$ cat config.mk
export PLATFORM = sky130hd
export DESIGN_NAME = fuzz_out_signature
export DESIGN_NICKNAME = d
export VERILOG_FILES = /design/src/rtl/fuzz_sig_pkg.sv /design/src/rtl/fuzz_sig_misr.sv /design/src/rtl/fuzz_out_signature.sv
export SDC_FILE = /design/constraint.sdc
export NUM_CORES = 1
export LEC_CHECK = 0
export ABC_AREA = 0
export CORE_MARGIN = 1
export CORE_UTILIZATION = 30
export CTS_CLUSTER_SIZE = 20
export DETAILED_ROUTE_END_ITERATION = 8
export PLACE_DENSITY = 0.73
export SYNTH_ARGS = -nofsm -noshare
export SYNTH_HDL_FRONTEND = slang
export SYNTH_HIERARCHICAL = 1
export SYNTH_SLANG_ARGS = --single-unit
$ cat constraint.sdc
create_clock -name clk -period 3.3 [get_ports clk]
set_clock_uncertainty 0.1 [all_clocks]
set_input_delay 0.66 -clock clk [delete_from_list [all_inputs] [get_ports clk]]
set_output_delay 0.66 -clock clk [all_outputs]
set_load 0.005 [all_outputs]
$ cat src/rtl/fuzz_sig_pkg.sv
// Shared types and helpers for the fuzz output signature block.
// The chunk fold is exposed here so a reference model can reuse it.
package fuzz_sig_pkg;

    typedef enum logic [1:0] {
        IDLE  = 2'd0,
        ACCUM = 2'd1,
        DRAIN = 2'd2,
        DONE  = 2'd3
    } sig_state_e;

    localparam logic [31:0] DEFAULT_POLY = 32'h04C11DB7;
    localparam logic [31:0] DEFAULT_SEED = 32'hFFFFFFFF;

    // Upper bounds accepted by fold_chunks; callers zero-extend into these.
    localparam int MAX_OUT_W = 1024;
    localparam int MAX_SIG_W = 64;
    localparam int OUT_IDX_W = $clog2(MAX_OUT_W);
    localparam int SIG_IDX_W = $clog2(MAX_SIG_W);

    // XOR of all sig_w-bit chunks of the low out_w bits of data; bits past
    // out_w act as zero padding. Meant to be called with constant widths.
    function automatic logic [MAX_SIG_W-1:0] fold_chunks(
        input logic [MAX_OUT_W-1:0] data,
        input int unsigned          out_w,
        input int unsigned          sig_w
    );
        logic [MAX_SIG_W-1:0] acc;
        logic [OUT_IDX_W-1:0] bit_idx;
        logic [SIG_IDX_W-1:0] acc_idx;
        acc = '0;
        for (int i = 0; i < MAX_OUT_W; i++) begin
            bit_idx = OUT_IDX_W'(i);
            acc_idx = SIG_IDX_W'(32'(i) % sig_w);
            if (32'(i) < out_w) begin
                acc[acc_idx] = acc[acc_idx] ^ data[bit_idx];
            end
        end
        return acc;
    endfunction

endpackage

$ cat src/rtl/fuzz_sig_misr.sv
// Multiple-input signature register: shift-left Galois LFSR with the
// folded sample XORed in on every step; load reseeds.
module fuzz_sig_misr
    import fuzz_sig_pkg::*;
#(
    parameter int             SIG_W = 32,
    parameter logic [SIG_W-1:0] POLY  = SIG_W'(DEFAULT_POLY),
    parameter logic [SIG_W-1:0] SEED  = '1
) (
    input  logic             clk,
    input  logic             rst,
    input  logic             load,
    input  logic             step,
    input  logic [SIG_W-1:0] din,
    output logic [SIG_W-1:0] sig
);

    logic [SIG_W-1:0] r_sig;
    logic [SIG_W-1:0] w_next;

    always_comb begin
        w_next = {r_sig[SIG_W-2:0], 1'b0} ^ (r_sig[SIG_W-1] ? POLY : '0) ^ din;
    end

    always_ff @(posedge clk or posedge rst) begin
        if (rst) begin
            r_sig <= SEED;
        end else if (load) begin
            r_sig <= SEED;
        end else if (step) begin
            r_sig <= w_next;
        end
    end

    assign sig = r_sig;

endmodule

$ cat src/rtl/fuzz_out_signature.sv
// Capture stage: folds each sampled DUT output vector into a MISR signature
// and counts samples, publishing the result through a valid/ready handshake.
module fuzz_out_signature
    import fuzz_sig_pkg::*;
#(
    parameter int               OUT_W = 330,
    parameter int               SIG_W = 32,
    parameter logic [SIG_W-1:0] POLY  = SIG_W'(DEFAULT_POLY),
    parameter logic [SIG_W-1:0] SEED  = '1,
    parameter int               CNT_W = 32
) (
    input  logic             clk,
    input  logic             rst,
    input  logic             start,
    input  logic             en,
    input  logic [OUT_W-1:0] dut_out,
    input  logic             flush,
    output logic             sig_valid,
    input  logic             sig_ready,
    output logic [SIG_W-1:0] sig_data,
    output logic [CNT_W-1:0] sig_cycles,
    output logic             busy,
    output sig_state_e       dbg_state
);

    sig_state_e        r_state;
    logic [SIG_W-1:0]  r_fold_q;
    logic              r_fold_v;
    logic [CNT_W-1:0]  r_cnt;
    logic              r_valid;
    logic              r_busy;

    logic [SIG_W-1:0]  w_fold;
    logic              w_load;
    logic              w_step;
    logic [SIG_W-1:0]  w_sig;

    assign w_fold = SIG_W'(fold_chunks(MAX_OUT_W'(dut_out), OUT_W, SIG_W));

    // A reseed discards any stage-1 entry still in flight.
    assign w_load = start && ((r_state == IDLE) || (r_state == ACCUM));
    assign w_step = r_fold_v && !w_load;

    fuzz_sig_misr #(
        .SIG_W (SIG_W),
        .POLY  (POLY),
        .SEED  (SEED)
    ) u_misr (
        .clk  (clk),
        .rst  (rst),
        .load (w_load),
        .step (w_step),
        .din  (r_fold_q),
        .sig  (w_sig)
    );

    // Result handshake: sig_valid rises on entering DONE and holds, together
    // with sig_data/sig_cycles, until a cycle where sig_ready is also high;
    // that edge completes the transfer and returns the block to IDLE.
    always_ff @(posedge clk or posedge rst) begin
        if (rst) begin
            r_state  <= IDLE;
            r_fold_q <= '0;
            r_fold_v <= 1'b0;
            r_cnt    <= '0;
            r_valid  <= 1'b0;
            r_busy   <= 1'b0;
        end else begin
            r_fold_q <= w_fold;
            if (w_step) begin
                r_cnt <= (&r_cnt) ? r_cnt : r_cnt + CNT_W'(1);
            end
            case (r_state)
                IDLE: begin
                    r_fold_v <= 1'b0;
                    if (start) begin
                        r_state <= ACCUM;
                        r_cnt   <= '0;
                        r_busy  <= 1'b1;
                    end
                end
                ACCUM: begin
                    if (start) begin
                        r_fold_v <= 1'b0;
                        r_cnt    <= '0;
                    end else begin
                        r_fold_v <= en;
                        if (flush) begin
                            r_state <= DRAIN;
                        end
                    end
                end
                DRAIN: begin
                    r_fold_v <= 1'b0;
                    r_state  <= DONE;
                    r_busy   <= 1'b0;
                    r_valid  <= 1'b1;
                end
                DONE: begin
                    r_fold_v <= 1'b0;
                    if (r_valid && sig_ready) begin
                        r_valid <= 1'b0;
                        r_state <= IDLE;
                    end
                end
                default: begin
                    r_state  <= IDLE;
                    r_fold_v <= 1'b0;
                    r_valid  <= 1'b0;
                    r_busy   <= 1'b0;
                end
            endcase
        end
    end

    assign sig_valid  = r_valid;
    assign sig_data   = w_sig;
    assign sig_cycles = r_cnt;
    assign busy       = r_busy;
    assign dbg_state  = r_state;

endmodule

* Word-level counts from Yosys, hierarchy flattened *
Index checks and enable logic that the tools add are counted.

word-level totals
  flip-flop bits (word level) = 101
  input bits = 336
  output and inout port bits = 68
  logic and storage cells = 348

operators by class
  add/sub/neg operators = 1
  equal/unequal tests = 7
  mux-type cells = 18
  bitwise gates (word level) = 300
  reductions and logical operators = 15

operators with widths
  operator                                                         count
  1-bit XOR                                                        298
  32-bit two-way mux                                               6
  32-bit XOR                                                       2
  32-bit by 1-bit adder with 32-bit output, second input constant  1
  32-bit AND reduction                                             1
  27-bit two-way mux                                               1
  2-bit two-way mux                                                4
  2-bit inequality test, second input constant                     4
  2-bit one-hot mux with 4 select lines                            1
  1-bit one-hot mux with 2 select lines                            3
  2-bit nonzero test                                               3
  2-bit == test, second input constant                             2
  2-bit AND reduction                                              2
  4-bit AND reduction                                              1
  1-bit logical AND                                                3
  1-bit two-way mux                                                3
  3-bit OR reduction                                               1
  2-bit by 1-bit == test with 1-bit output, second input constant  1
  2-bit zero test                                                  1
  2-bit OR reduction                                               1
  1-bit zero test                                                  1
  1-bit logical OR                                                 1

* Depth between registers and ports, before layout *
Gate-level depths: netlist of run 1.

  word-level depth = 10
  mapped depth = 9

* Hierarchy *
Netlist of run 1, hierarchy kept.

modules (own cells, without submodules)
  module              instances  cells an instance  area each (µm²)  sequential area each (µm²)
  fuzz_out_signature  1          559                5,602.9          1,726.7
  fuzz_sig_misr       1          141                1,931.9          840.8

* Worst setup path before layout of run 1 *
No wires, ideal clock.

  path kind = register -> register
  from = register r_state[0], in the netlist dbg_state[0]
  to = register u_misr.r_sig[10], in the netlist u_misr/sig[10]
  data arrival time = 2,120 ps
  data required time = 3,118 ps
  path slack = 998 ps
  cell stages (with the launch flop) = 10
  path through = dfrtp_1 > inv_1 > ha_1 > o21ai_2 > nand2_1 > inv_1 > buf_4 > clkbuf_1 > and2b_2 > a211o_1

on the way
  word-level cells in the longest chain between the ends = 6
  elaborated cells between the ends (all ways) = 8

RTL lines
  what                                                                                RTL line                  source
  start: declaration                                                                  fuzz_out_signature.sv:26  sig_state_e r_state;
  start signal: assignment                                                            fuzz_out_signature.sv:62  r_state <= IDLE;
  start signal: assignment                                                            fuzz_out_signature.sv:77  r_state <= ACCUM;
  start signal: assignment                                                            fuzz_out_signature.sv:89  r_state <= DRAIN;
  2-bit by 1-bit == test with 1-bit output / 2-bit zero test (equally long branches)  fuzz_out_signature.sv:41  assign w_load = start && ((r_state == IDLE) || (r_state == ACCUM));
  1-bit logical OR (*)                                                                fuzz_out_signature.sv:41
  1-bit logical AND (*)                                                               fuzz_out_signature.sv:41
  1-bit zero test (*)                                                                 fuzz_out_signature.sv:42  assign w_step = r_fold_v && !w_load;
  1-bit logical AND (*)                                                               fuzz_out_signature.sv:42
  named net w_step                                                                    fuzz_out_signature.sv:35  logic w_step;
  2-bit nonzero test (no line) (*)                                                    --
  end signal: assignment                                                              fuzz_sig_misr.sv:31       r_sig <= w_next;
  end: declaration                                                                    fuzz_sig_misr.sv:18       logic [SIG_W-1:0] r_sig;

Mark *: on every way through the listed nets, which the timed path passes. The rest lies on a longest branch.
A chain may end at the register's enable or synchronous reset.

* Worst setup path in the final report of run 1 *
  from = register r_state[0], in the netlist dbg_state[0]
  to = register r_cnt[19], in the netlist sig_cycles[19]

on the way
  word-level cells in the longest chain between the ends = 8
  elaborated cells between the ends (all ways) = 10

RTL lines
  what                                                                                RTL line                                            source
  2-bit by 1-bit == test with 1-bit output / 2-bit zero test (equally long branches)  fuzz_out_signature.sv:41, fuzz_out_signature.sv:73
  1-bit logical OR                                                                    fuzz_out_signature.sv:41
  1-bit logical AND                                                                   fuzz_out_signature.sv:41
  1-bit zero test                                                                     fuzz_out_signature.sv:42
  1-bit logical AND                                                                   fuzz_out_signature.sv:42
  32-bit two-way mux                                                                  fuzz_out_signature.sv:70                            if (w_step) begin
  32-bit two-way mux                                                                  fuzz_out_signature.sv:76, fuzz_out_signature.sv:83
  32-bit two-way mux (*)                                                              --
  end signal: assignment                                                              fuzz_out_signature.sv:71                            r_cnt <= (&r_cnt) ? r_cnt : r_cnt + CNT_W'(1);
  end: declaration                                                                    fuzz_out_signature.sv:29                            logic [CNT_W-1:0] r_cnt;

Every way passes the cells marked *; elsewhere a longest branch is shown, timed or not.

==> impl_metrics.sql, run 1 <==
INSERT INTO impl_metrics (metric_group, metric, value, unit) VALUES
('status', 'outcome', 'finished clean', ''),
('placed_design', 'globalplace.congestion', '0.893', ''),
('global_routing', 'grt_use_total', '0.169', ''),
('timing', 'timing.final.hold_violations', '0', ''),
('synthesis', 'ys_ff_latch', '101', ''),
('clocking', 'cts.root.buffer_cell', 'sky130_fd_sc_hd__clkbuf_16', ''),
('clocking', 'worstSkewPairLatency', '340', 'ps'),
('setup_path', 'arrival_time_at_the_worst_endpoint', '2470', 'ps'),
('power_and_ir_drop', 'p_sw_frac', '0.301', ''),
('floorplanning', 'boundaryPins', '404', ''),
('timing', 'timing.final.crit_share', '0.708', ''),
('global_routing', 'first_global_vias', '6567', ''),
('timing', 'worstMarginPinSlew', '539', 'ps'),
('clocking', 'clock_sinks', '101', ''),
('power_and_ir_drop', 'sequential_power_share', '0.329', ''),
('setup_path', 'critical_path.max_fanout', '15', ''),
('detailed_routing', 'detail_route.drc_violations', '0', ''),
('synthesis', 'syn_avg_cell_area', '10.8', 'um2'),
('global_routing', 'grt.met3_usage', '0.0398', ''),
('worst_hold_path', 'timing.hold.worst.class', 'reg2reg', ''),
('detailed_routing', 'detail_route.wl_per_cell', '15.2', 'um'),
('synthesis', 'seq_area_frac_synth', '0.341', ''),
('power_and_ir_drop', 'p_int', '4.51', 'mW'),
('global_routing', 'global_route.peak_usage_layer', 'met2', ''),
('synthesis', 'yosysTopAreaCell', 'sky130_fd_sc_hd__xnor2_1', ''),
('synthesis', 'synthesis.instances', '700', ''),
('timing', 'maxClockFrequency', '0.428', 'GHz'),
('timing', 'setup-violations-final', '0', ''),
('timing', 'fin_setup_tns', '0', 'ps'),
('timing', 'max-slew-margin-rel', '0.641', ''),
('synthesis', 'synth_common_cells', 'sky130_fd_sc_hd__xnor2_1, sky130_fd_sc_hd__dfrtp_1, sky130_fd_sc_hd__xor2_1, sky130_fd_sc_hd__a211o_1, sky130_fd_sc_hd__dfstp_2', ''),
('synthesis', 'syn_nets', '1041', ''),
('global_routing', 'grt_start_max_net_pins', '46', ''),
('power_and_ir_drop', 'combinationalPowerShare', '0.494', ''),
('global_routing', 'met2_usage', '0.323', ''),
('clocking', 'cts_tree', 'done', ''),
('timing', 'post-route-min-period', '2340', 'ps'),
('placed_design', 'detailed_place_hpwl', '18.3', 'mm'),
('global_routing', 'groute.layer.met1.usage', '0.187', ''),
('floorplanning', 'std_cell_rows', '57', ''),
('synthesis', 'synth_cell_type_count', '58', ''),
('synthesis', 'synth_warnings', '6', ''),
('final_layout', 'area_delta_synth_final', '62.3', '%'),
('synthesis', 'synth.area.top_cells', 'sky130_fd_sc_hd__xnor2_1, sky130_fd_sc_hd__dfrtp_1, sky130_fd_sc_hd__dfstp_2, sky130_fd_sc_hd__xor2_1, sky130_fd_sc_hd__a211o_1', ''),
('final_layout', 'design.final.nets', '1443', ''),
('synthesis', 'synth_async_sr_flop_share', '1.00', ''),
('timing', 'grt_setup_unrepaired', 'false', ''),
('setup_path', 'timing.critical_path.to_type', 'flop', ''),
('floorplanning', 'initial_core_util', '0.308', ''),
('synthesis', 'synth_enable_flop_cells', '0', ''),
('synthesis', 'share_of_the_synthesized_area_in_the_top_cell_type', '0.315', ''),
('power_and_ir_drop', 'max-vdd-ir-drop', '242', 'uV'),
('timing', 'hold_ws', '450', 'ps'),
('clocking', 'clkTransAtPathRegs', '70', 'ps'),
('floorplanning', 'die_area', '25800', 'um2'),
('clocking', 'cts.hold.buffers_added', '0', ''),
('synthesis', 'synth_most_common_cell', 'sky130_fd_sc_hd__xnor2_1', ''),
('global_routing', 'global_route.overflow_total', '0', ''),
('flow_run', 'maxCapViolCount', '0', ''),
('synthesis', 'synthFlopType', 'sky130_fd_sc_hd__dfrtp_1', ''),
('power_and_ir_drop', 'cellPowerDensity', '528', 'nW/um2'),
('clocking', 'htree_levels', '3', ''),
('power_and_ir_drop', 'clockPowerShare', '0.178', ''),
('final_layout', 'drive_above_1_share', '0.0723', ''),
('detailed_routing', 'route.antenna.remaining_nets', '0', ''),
('synthesis', 'synth_area', '7530', 'um2'),
('clocking', 'cts_made_buffers', '9', ''),
('clocking', 'clockBufferDepth', '2', ''),
('detailed_routing', 'drtIter0Drc', '240', ''),
('clocking', 'ctsResizeCount', '0', ''),
('power_and_ir_drop', 'p_leak', '4.53', 'nW');
==> routing by layer <==
layer | up-vias | wire, um
li1 | 3146 | -
met1 | 3004 | 7970
met2 | 235 | 12000
met3 | 19 | 1480
met4 | 0 | 363
met5 | - | 0
==> state kept, by name (all words and copies together), names as in the netlist <==
name / flops
sig_valid: 1
busy: 1
u_misr/sig: 32
r_fold_q: 32
r_fold_v: 1
dbg_state: 2
sig_cycles: 32
==> critical path: stages (launching register included) <==
cell and delay (ps):
sky130_fd_sc_hd__dfrtp_1 400, sky130_fd_sc_hd__inv_1 90, sky130_fd_sc_hd__ha_1 260, sky130_fd_sc_hd__o21ai_2 180, sky130_fd_sc_hd__buf_4 240, sky130_fd_sc_hd__nand4_1 110, sky130_fd_sc_hd__a211oi_1 480, sky130_fd_sc_hd__a31oi_1 150
sky130_fd_sc_hd__a41o_1 220
==> kinds of logic after synthesis <==
kind of cell,synth area share
xor+xnor,0.428
simple gates,0.108
flops,0.341
compound gates,0.0804
buf+inv,0.0292
fa+ha+maj,0.00830
mux,0.00531
==> power by group through the flow <==
stage,clock [mW],sequential (mW),combinational (mW)
6_report,1.15,2.12,3.18
5_1_grt,1.24,2.18,3.44
4_1_cts,1.19,2.13,3.24
3_5_place_dp,0,2.15,3.23
3_3_place_gp,0,2.14,3.17
2_1_floorplan,0,2.10,1.93
==> cell usage in the layout, fill, tap and decap left out, types with 9 or more instances in the layout <==
cell / instances
sky130_fd_sc_hd__clkdlybuf4s50_1: 403
sky130_fd_sc_hd__nand4_1: 12
sky130_fd_sc_hd__nand2_1: 30
sky130_fd_sc_hd__nand3_1: 9
sky130_fd_sc_hd__nor2b_1: 25
sky130_fd_sc_hd__dfstp_2: 32
sky130_fd_sc_hd__xor3_1: 11
sky130_fd_sc_hd__nor2_1: 22
sky130_fd_sc_hd__xnor2_1: 271
sky130_fd_sc_hd__clkbuf_16: 9
sky130_fd_sc_hd__xor2_1: 61
sky130_fd_sc_hd__a211o_1: 32
sky130_fd_sc_hd__dfrtp_1: 69
==> final timing paths <==
| kind | slack, ps | start | endpoint | cells past startpoint |
|---|---|---|---|---|
| max | 960 | dbg_state[0] | sig_cycles[19] | 8 |
| min | 450 | busy | busy | 2 |
| max reg2reg | 960 | dbg_state[0] | sig_cycles[19] | 8 |
| min reg2reg | 450 | busy | busy | 2 |
| max in group asynchronous | 1930 | rst | sig_cycles[20] | 3 |
| min in group asynchronous | 580 | rst | r_fold_q[31] | 2 |
==> area by class of cell <==
| cell class | instances | area [um2] |
|---|---|---|
| Multi-Input combinational cell | 567 | 4750 |
| Sequential cell | 101 | 2570 |
| Timing Repair Buffer | 412 | 4140 |
| Tap cell | 324 | 405 |
| Clock inverter | 5 | 81.3 |
| Fill cell | 2280 | 12200 |
| Inverter | 11 | 42.5 |
| Clock buffer | 11 | 243 |
==> stage by stage <==
step	instances	worst slack (ps)	power [mW]	area [um2]	utilization
after floorplan	700	800	4.03	7530	-
after global placement	1415	782	5.31	11900	0.487
after detailed placement	1415	734	5.38	11900	0.487
after CTS	1431	986	6.56	12200	0.500
after global routing	1431	831	6.87	12200	0.500
final	1431	964	6.45	12200	0.500
No activity file was read; power rests on OpenSTA's default activity.
==> run 2: changes to the inputs <==
==> constraint.sdc (replaced) <==
create_clock -name clk -period 2.2 [get_ports clk]
set_clock_uncertainty 0.1 [all_clocks]
set_input_delay 0.44 -clock clk [delete_from_list [all_inputs] [get_ports clk]]
set_output_delay 0.44 -clock clk [all_outputs]
set_load 0.005 [all_outputs]
==> run 2 against run 1 <==
  * Die area did not move
  * Critical path depth did not move
  * First-iteration DRC count fell by 9.2%
  * Maximum frequency rose by 10%
  * Worst hold slack got worse by 17 ps
  * Clock-buffer cell count did not move
  * Clock power rose by 41%
  * Sequential power rose by 50%
  * Via count rose by 2.1%
  * Total power rose by 50%
==> impl_metrics.sql, run 2 (synthesized netlist as in run 1, its figures left out) <==
INSERT INTO impl_metrics (metric_group, metric, value, unit) VALUES
('setup_path', 'path_depth', '8', ''),
('setup_path', 'critical_path.reg2reg.startpoint', 'dbg_state[0]', ''),
('timing', 'post-route-min-period', '2120', 'ps'),
('placed_design', 'io_buffer_count', '403', ''),
('global_routing', 'global_route.overflow_total', '0', ''),
('setup_path', 'slowest_delay', '380', 'ps'),
('final_layout', 'design.final.nets', '1473', ''),
('clocking', 'clkTransAtPathRegs', '70', 'ps'),
('worst_hold_path', 'timing.hold.worst.class', 'in2async', ''),
('floorplanning', 'boundaryPins', '404', ''),
('setup_path', 'worst_ep_required_time', '2370', 'ps'),
('flow_run', 'maxCapViolCount', '0', ''),
('floorplanning', 'die_area', '25800', 'um2'),
('detailed_routing', 'detail_route.wirelength', '22.2', 'mm'),
('final_layout', 'drive_above_1_share', '0.0994', ''),
('final_layout', 'mostFrequentLayoutCells', 'sky130_fd_sc_hd__clkdlybuf4s50_1, sky130_fd_sc_hd__xnor2_1, sky130_fd_sc_hd__dfrtp_1', ''),
('final_layout', 'finish.instance_area', '12500', 'um2'),
('timing', 'setup-violations-final', '0', ''),
('timing', 'fin_setup_tns', '0', 'ps'),
('final_layout', 'seq_area', '2570', 'um2'),
('setup_path', 'timing.critical_path.slowest_stage_cell', 'sky130_fd_sc_hd__dfrtp_1', ''),
('detailed_routing', 'met2RoutedLength', '12.1', 'mm'),
('clocking', 'cts_made_buffers', '9', ''),
('power_and_ir_drop', 'power', '9.69', 'mW'),
('detailed_routing', 'drt_first_pass_iters', '4', ''),
('timing', 'maxClockFrequency', '0.472', 'GHz'),
('setup_path', 'timing.critical_path.to_type', 'flop', ''),
('global_routing', 'first_global_vias', '6802', ''),
('floorplanning', 'fp.coreArea', '24500', 'um2'),
('setup_path', 'critical_path.n_buffers_inverters', '3', ''),
('clocking', 'clockBufferDepth', '2', ''),
('detailed_routing', 'met1_length', '8.20', 'mm'),
('setup_path', 'timing.critical_path.from_type', 'flop', ''),
('status', 'outcome', 'finished clean', ''),
('placed_design', 'globalplace.congestion', '0.883', ''),
('detailed_routing', 'detail_route.wl_per_cell', '15.2', 'um'),
('detailed_routing', 'route.vias.total', '6539', ''),
('detailed_routing', 'highest_layer', 'met4', ''),
('setup_path', 'critPathTopFamily', 'compound AO/OA/AOI/OAI gates', ''),
('placed_design', 'placed_cell_area', '12100', 'um2'),
('clocking', 'worstSkewPairLatency', '350', 'ps'),
('clocking', 'cts_tree', 'done', ''),
('timing', 'timing.final.crit_share', '0.963', ''),
('detailed_routing', 'detail_route.vias_per_cell', '4.46', ''),
('floorplanning', 'die_height', '160', 'um'),
('setup_path', 'timing.setup.critical_path_class', 'reg2reg', ''),
('power_and_ir_drop', 'max-vdd-ir-drop', '451', 'uV'),
('final_layout', 'fill_cells', '2247', ''),
('timing', 'finalMaxSlewViolations', '0', ''),
('timing', 'timing.final.hold_violations', '0', ''),
('clocking', 'cts.root.buffer_cell', 'sky130_fd_sc_hd__clkbuf_16', ''),
('final_layout', 'area_delta_synth_final', '65.4', '%'),
('floorplanning', 'initial_core_util', '0.308', ''),
('setup_path', 'timing.reg2reg.worst_path_depth', '8', ''),
('clocking', 'clock_sinks', '101', ''),
('clocking', 'htree_levels', '3', ''),
('setup_path', 'r2r_slack', '80', 'ps'),
('timing', 'worstMarginPinSlew', '530', 'ps'),
('detailed_routing', 'drtIter0Drc', '218', ''),
('setup_path', 'critical_path.max_fanout', '29', ''),
('global_routing', 'grt_use_total', '0.173', ''),
('final_layout', 'finish.utilization', '0.509', ''),
('final_layout', 'multiInputGateArea', '4760', 'um2'),
('power_and_ir_drop', 'p_leak', '4.67', 'nW'),
('setup_path', 'reg2reg_to', 'u_misr/sig[4]', ''),
('global_routing', 'antenna_found_initial', '4', ''),
('floorplanning', 'std_cell_rows', '57', ''),
('setup_path', 'arrival_time_at_the_worst_endpoint', '2290', 'ps'),
('detailed_routing', 'wl_met3', '1.48', 'mm'),
('setup_path', 'crit_chain', 'buf_4 > ha_1 > o21ai_2 > nand2_2 > clkinv_4 > buf_12 > and2b_2 > a211o_1', ''),
('setup_path', 'worstSetupEndpoint', 'u_misr/sig[4]', ''),
('power_and_ir_drop', 'cellPowerDensity', '778', 'nW/um2'),
('final_layout', 'final_common_cell', 'sky130_fd_sc_hd__clkdlybuf4s50_1', ''),
('clocking', 'cts.hold.buffers_added', '0', ''),
('setup_path', 'startpoint', 'dbg_state[0]', ''),
('detailed_routing', 'detail_route.drc_violations', '0', ''),
('detailed_routing', 'route.antenna.remaining_nets', '0', ''),
('placed_design', 'detailed_place_hpwl', '18.9', 'mm'),
('global_routing', 'grt_start_max_net_pins', '46', ''),
('timing', 'max-slew-margin-rel', '0.646', ''),
('global_routing', 'grt_first_pass_wirelength', '34.7', 'mm'),
('floorplanning', 'die_w', '160', 'um');
-- run 2: timing repair --
| item | in CTS | in global routing |
|---|---|---|
| resized for setup | 1 | 5 |
| setup buffers | 0 | 3 |
| setup endpoints to repair | 3 | 24 |
| pin swaps | 0 | 2 |
-- run 2: worst min path at each step --
stage,end,slack (ps),cells past startpoint
finish,r_fold_q[24],430,3
global route,r_fold_q[24],440,3
CTS,r_fold_q[24],440,3
detailed placement,busy,460,2
global placement,busy,440,2
floorplan,sig_cycles[27],410,1
-- run 2: area by class of cell --
type                       count  share of cell area
antenna                        4            0.000803
clock buffer                  11              0.0195
clock inverter                 5             0.00482
inverter                      11             0.00402
multi-input combinational    567               0.382
sequential                   101               0.206
tap                          324              0.0325
timing repair buffer         442               0.351
-- run 2: power breakdown --
group / internal (mW) / switching, mW
Combinational: 3.10 / 1.79
Sequential: 2.73 / 0.450
Clock: 0.916 / 0.703
Total: 6.74 / 2.95
-- run 2: worst min-delay path, cell delays in order --
cell and delay, ps:
sky130_fd_sc_hd__clkdlybuf4s50_1 460, sky130_fd_sc_hd__clkinvlp_4 120, sky130_fd_sc_hd__buf_12 240
-- run 2: stage by stage --
step	setup slack, ps	instances	hold WS (ps)
3_3_place_gp	-72.8	1442	443
2_1_floorplan	4.38	700	412
6_report	80.6	1465	433
4_1_cts	5.51	1458	435
5_1_grt	-3.49	1465	443
3_5_place_dp	-72.4	1442	462
-- run 2: metal layers --
layer	vias to the layer above	global-route usage
met4	0	0.0489
met2	247	0.322
met1	3050	0.190
met5	-	0
li1	3216	-
met3	26	0.0467
